**src/rtl/fetch_queue.sv**
```systemverilog
// Instruction fetch stage: prefetches words from an in-order, variable-latency imem
// into a DEPTH-entry queue and hands {instr, pc, pc+4} to decode; redirects flush it.
module fetch_queue #(
  parameter int unsigned DEPTH     = 4,
  parameter int unsigned MAX_OUTST = 2,
  parameter logic [31:0] RESET_PC  = 32'h0
) (
  input  logic        clk_i,
  input  logic        rst_i,
  input  logic        redirect_i,
  input  logic [31:0] redirect_pc_i,
  output logic        imem_req_o,
  output logic [31:0] imem_addr_o,
  input  logic        imem_gnt_i,
  input  logic        imem_rvalid_i,
  input  logic [31:0] imem_rdata_i,
  output logic        id_valid_o,
  input  logic        id_ready_i,
  output logic [31:0] id_instr_o,
  output logic [31:0] id_pc_o,
  output logic [31:0] id_pc_plus4_o
);

  localparam int unsigned CW = $clog2(DEPTH + 1);
  localparam int unsigned AW = $clog2(DEPTH);
  localparam int unsigned PW = (MAX_OUTST > 1) ? $clog2(MAX_OUTST) : 1;

  logic [31:0]   fetch_pc;
  logic [CW-1:0] occ, outst, drop;
  logic [AW-1:0] head, tail;
  logic [31:0]   q_instr [DEPTH];
  logic [31:0]   q_pc    [DEPTH];
  logic [31:0]   pc_fifo [MAX_OUTST];
  logic [PW-1:0] pf_rd, pf_wr;

  logic          fire, resp, push, pop;
  logic [CW:0]   credit_used;

  function automatic logic [PW-1:0] pf_inc(input logic [PW-1:0] p);
    return (p == PW'(MAX_OUTST - 1)) ? '0 : p + PW'(1);
  endfunction

  // Credits count queued entries plus live (non-dropped) requests in flight.
  always_comb begin
    credit_used   = {1'b0, occ} + {1'b0, outst} - {1'b0, drop};
    imem_req_o    = !rst_i && !redirect_i && (outst < CW'(MAX_OUTST))
                    && (credit_used < (CW + 1)'(DEPTH));
    imem_addr_o   = fetch_pc;
    fire          = imem_req_o && imem_gnt_i;
    resp          = imem_rvalid_i && (outst != '0);
    push          = resp && (drop == '0) && !redirect_i;
    id_valid_o    = (occ != '0) && !redirect_i;
    pop           = id_valid_o && id_ready_i;
    id_instr_o    = '0;
    id_pc_o       = '0;
    id_pc_plus4_o = '0;
    if (id_valid_o) begin
      id_instr_o    = q_instr[head];
      id_pc_o       = q_pc[head];
      id_pc_plus4_o = q_pc[head] + 32'd4;
    end
  end

  always_ff @(posedge clk_i or posedge rst_i) begin
    if (rst_i) begin
      fetch_pc <= RESET_PC;
      occ      <= '0;
      outst    <= '0;
      drop     <= '0;
      head     <= '0;
      tail     <= '0;
      pf_rd    <= '0;
      pf_wr    <= '0;
    end else begin
      outst <= outst + CW'(fire) - CW'(resp);
      if (fire) pf_wr <= pf_inc(pf_wr);
      if (resp) pf_rd <= pf_inc(pf_rd);
      if (redirect_i) begin
        // The response landing this cycle is already gone, so it is excluded from drop.
        fetch_pc <= redirect_pc_i & ~32'h3;
        occ      <= '0;
        head     <= '0;
        tail     <= '0;
        drop     <= outst - CW'(resp) + CW'(fire);
      end else begin
        if (fire) fetch_pc <= fetch_pc + 32'd4;
        if (resp && (drop != '0)) drop <= drop - CW'(1);
        if (push) tail <= tail + AW'(1);
        if (pop) head <= head + AW'(1);
        occ <= occ + CW'(push) - CW'(pop);
      end
    end
  end

  always_ff @(posedge clk_i) begin
    if (fire) pc_fifo[pf_wr] <= fetch_pc;
    if (push) begin
      q_instr[tail] <= imem_rdata_i;
      q_pc[tail]    <= pc_fifo[pf_rd];
    end
  end

  a_rvalid_outst: assert property (@(posedge clk_i) disable iff (rst_i)
    !(imem_rvalid_i && (outst == '0)));
  a_push_full: assert property (@(posedge clk_i) disable iff (rst_i)
    !(push && !pop && (occ == CW'(DEPTH))));

endmodule

```
**config.mk**
```make
export PLATFORM = sky130hd
export DESIGN_NAME = fetch_queue
export DESIGN_NICKNAME = d
export VERILOG_FILES = /design/src/rtl/fetch_queue.sv
export SDC_FILE = /design/constraint.sdc
export NUM_CORES = 1
export LEC_CHECK = 0
export CAP_MARGIN = 20
export CORE_MARGIN = 2
export CORE_UTILIZATION = 59
export CTS_CLUSTER_SIZE = 24
export DETAILED_ROUTE_END_ITERATION = 12
export PLACE_DENSITY = 0.85
export REMOVE_ABC_BUFFERS = 1
export SETUP_SLACK_MARGIN = 0.05
export SYNTH_ARGS = -nofsm -noshare
export SYNTH_HDL_FRONTEND = slang
export SYNTH_SLANG_ARGS = --single-unit
export TNS_END_PERCENT = 30
```
**constraint.sdc**
```tcl
create_clock -name clk_i -period 10.7 [get_ports clk_i]
set_clock_uncertainty 0.05 [all_clocks]
set_input_delay 2.675 -clock clk_i [delete_from_list [all_inputs] [get_ports clk_i]]
set_output_delay 2.675 -clock clk_i [all_outputs]
set_load 0.005 [all_outputs]
```
==> flow_summary.ini <==
[run_status]
status = complete, no violations

[finish]
regArea_mm2 = 0.0104
multiInputGateArea_mm2 = 0.00437
final_cell_area_mm2 = 0.0184
nNetsFinal = 1205
final_cells = 1468
drive_gt1_share_pct = 14.5
area_growth_pct = 22.0
post-route-util_pct = 73.1
fillCellCount = 1537
antennaDiodeCount = 0

[sta]
setup_viol = 0
rsz0062_at_grt = false
worst_pin_slew_ns = 1.02
worst_slack_ns = 2.30
hold_viol = 0
fin_setup_tns_ns = 0
whs_ns = 0.503
timing.fmax_mhz = 119
fin_crit_sh_pct = 78.5
min_period_ns = 8.40
worst_slew_margin_rel_pct = 31.9
finalMaxSlewViolations = 0

[floorplanning]
dieArea_mm2 = 0.0269
die_y_um = 164
start_util_pct = 60.0
core_area_mm2 = 0.0252
fp.dieW_um = 164
ios = 200
rows = 58

[logic_synthesis]
synth.distinct_cells = 66
synth.area.top_cells = edfxtp_1 (61%), mux4_2 (8.2%), dfrtp_1 (7.5%), and2_1 (2.7%), mux2_2 (2.2%)
syn_area_mm2 = 0.0151
seq_area_frac_synth_pct = 68.7
ys_seq_elements = 353
synth_edf_count = 308
synthesis.instances = 918
synthFlopType = edfxtp_1
synth_top_area_cell = edfxtp_1
synth_warnings = 0
syn_avg_cell_area_um2 = 16.4
synthArstFlopShare_pct = 12.7
yosys.area.top_type_share_pct = 61.3

[clocking]
clk_path_buf_depth = 3
h-tree-depth = 2
cts_resized = 0
numCtsBuffers = 36
clk_pin_slew_ns = 0.06
cts-root-buf = clkbuf_16
postCtsSetupBuffers = 0
ctsHoldBuffers = 0
clock-sinks = 353
cts_tree = built
worstSkewPairLatency_ns = 0.51

[power_and_ir_drop]
design_power_total_mw = 3.94
power.density_mw_per_mm2 = 214
swShare_pct = 27.2
combPwrFrac_pct = 26.8
power_frac_clock_pct = 30.2
seqPwrFrac_pct = 43.0
leakagePower_nw = 6.14
p_int_mw = 2.87
power.switching_mw = 1.07
peakVddDrop_v = 0.000141

[routing]
drtIter0Drc = 581
dr.pass1.iters = 5
vias = 8741
vias_per_cell = 5.95
wl_um = 31400
wl_per_cell_um = 21.4
drc = 0
ant_nets = 0

[placed_design]
dpl_cell_area_mm2 = 0.0173
portBuffers = 191
place.gp.congestion = 0.841
numPlacedInstances = 1407
dp_hpwl_um = 19100
dp_slack_ns = 2.33

[grt]
antenna_found_initial = 0
grt_overflow_total = 0
grt_pass1_vias = 8653
grt_max_degree = 66
grt_pass1_wl_um = 47700
grt_usage_pct = 23.6

[worst_setup_path]
critPathRequiredTime_ns = 7.98
endpoint_kind = primary output
worstPathArrival_ns = 5.67
path_cells = clkdlybuf4s50_1 > buf_4 > or2_1 > buf_4 > inv_2 > and2_1 > mux2_1 > clkdlybuf4s50_1
path_class = input pin to primary output
critPathTopFamily = buffers and inverters
cp_max_fo = 65
critical_path.slowest_cell = inv_2
cp_num_buf_inv = 5
cp_slowest_stage_delay_ns = 0.49
startpoint_type = input pin

[job]
maxCapViolCount = 0

[hold_path]
hp-class = flop to flop
==> worst paths after layout <==
path	cells past startpoint	endpoint	slack [ns]	from
min in group asynchronous	2	imem_addr_o[15]	2.55	rst_i
max in group asynchronous	3	head[0]	7.26	rst_i
worst min-delay path	0	pc_fifo[0][31]	0.50	imem_addr_o[31]
worst max-delay path	8	id_pc_plus4_o[31]	2.30	redirect_i
worst min register to register	0	pc_fifo[0][31]	0.50	imem_addr_o[31]
worst max register to register	16	drop[2]	6.69	occ[1]
==> power by group through the flow <==
stage	Sequential, mW	Clock (mW)	Combinational, mW
CTS	1.69	1.21	1.06
global placement	1.71	0	1.02
floorplan	1.73	0	0.586
finish	1.69	1.19	1.06
global route	1.70	1.26	1.15
detailed placement	1.72	0	1.05
==> cell usage after synthesis, drive strengths merged (2+ instances only) <==
cell type and count:
ha 16, nor3b 4, clkbuf 23, nor2 47, o31ai 8, or3 9
xnor2 31, nand2 37, mux4 62, and3b 2, o21a 2, nor3 14
edfxtp 308, o211ai 3, inv 31, a2111oi 4, a31oi 14, a211oi 3
nand3 17, and4 7, mux2i 3, o21ai 27, and3 15, nor2b 4
dfrtp 45, fa 4, nand4 6, nor4 2, or2 3, buf 27
xor2 13, a21oi 6, and2 66, o2111ai 4, or4 7, mux2 31
==> kinds of logic after synthesis <==
family,synth area share [%]
other cells,0.0248
compound gates,3.40
buf+inv,2.50
fa+ha+maj,1.86
xor+xnor,2.55
simple gates,9.02
mux,11.9
flops,68.7
==> layer usage <==
metal	vias to the layer above	global-route usage (%)	wire [um]
met2	388	40.0	15900
met5	-	0	0
met3	51	3.66	2180
met4	0	7.02	662
li1	3903	-	-
met1	4399	32.2	12700
==> placed cells by master (no fill, tap or decap), types with 3 or more instances in the layout <==
cell,instances
mux4_1,7
or4_1,7
and3_2,5
and3_1,10
xnor2_1,31
mux4_2,55
inv_1,29
mux2_2,30
a2111oi_0,4
nor2b_1,4
mux2i_1,3
nand4_1,5
nand2_1,37
clkdlybuf4s50_1,191
fa_1,4
dfrtp_1,43
o2111ai_1,4
nand3_1,16
clkbuf_8,4
and2_1,65
a211oi_1,3
edfxtp_1,308
conb_1,6
nor3b_1,3
nor2_1,46
clkinv_1,5
buf_4,13
a21oi_1,6
o31ai_1,8
clkbuf_1,10
nor3_1,13
clkinv_2,3
o211ai_1,3
xor2_1,13
a31oi_1,14
and4_1,5
or3_1,9
o21ai_0,26
clkbuf_16,37
ha_1,16
==> registers in the layout, summed over array words and instances (netlist names) <==
name and flops:
pf_rd 1, pc_fifo 60, imem_addr_o 30, drop 3
pf_wr 1, q_instr 128, occ 3, q_pc 120
head 2, tail 2, outst 3
==> final cells by class <==
cell class | instances | share of cell area [%]
sequential | 353 | 56.4
multi-input combinational | 488 | 23.7
timing repair buffer | 204 | 10.9
clock buffer | 51 | 5.53
tap | 330 | 2.24
inverter | 32 | 0.652
clock inverter | 10 | 0.564
(Power assumes the default switching activity.)
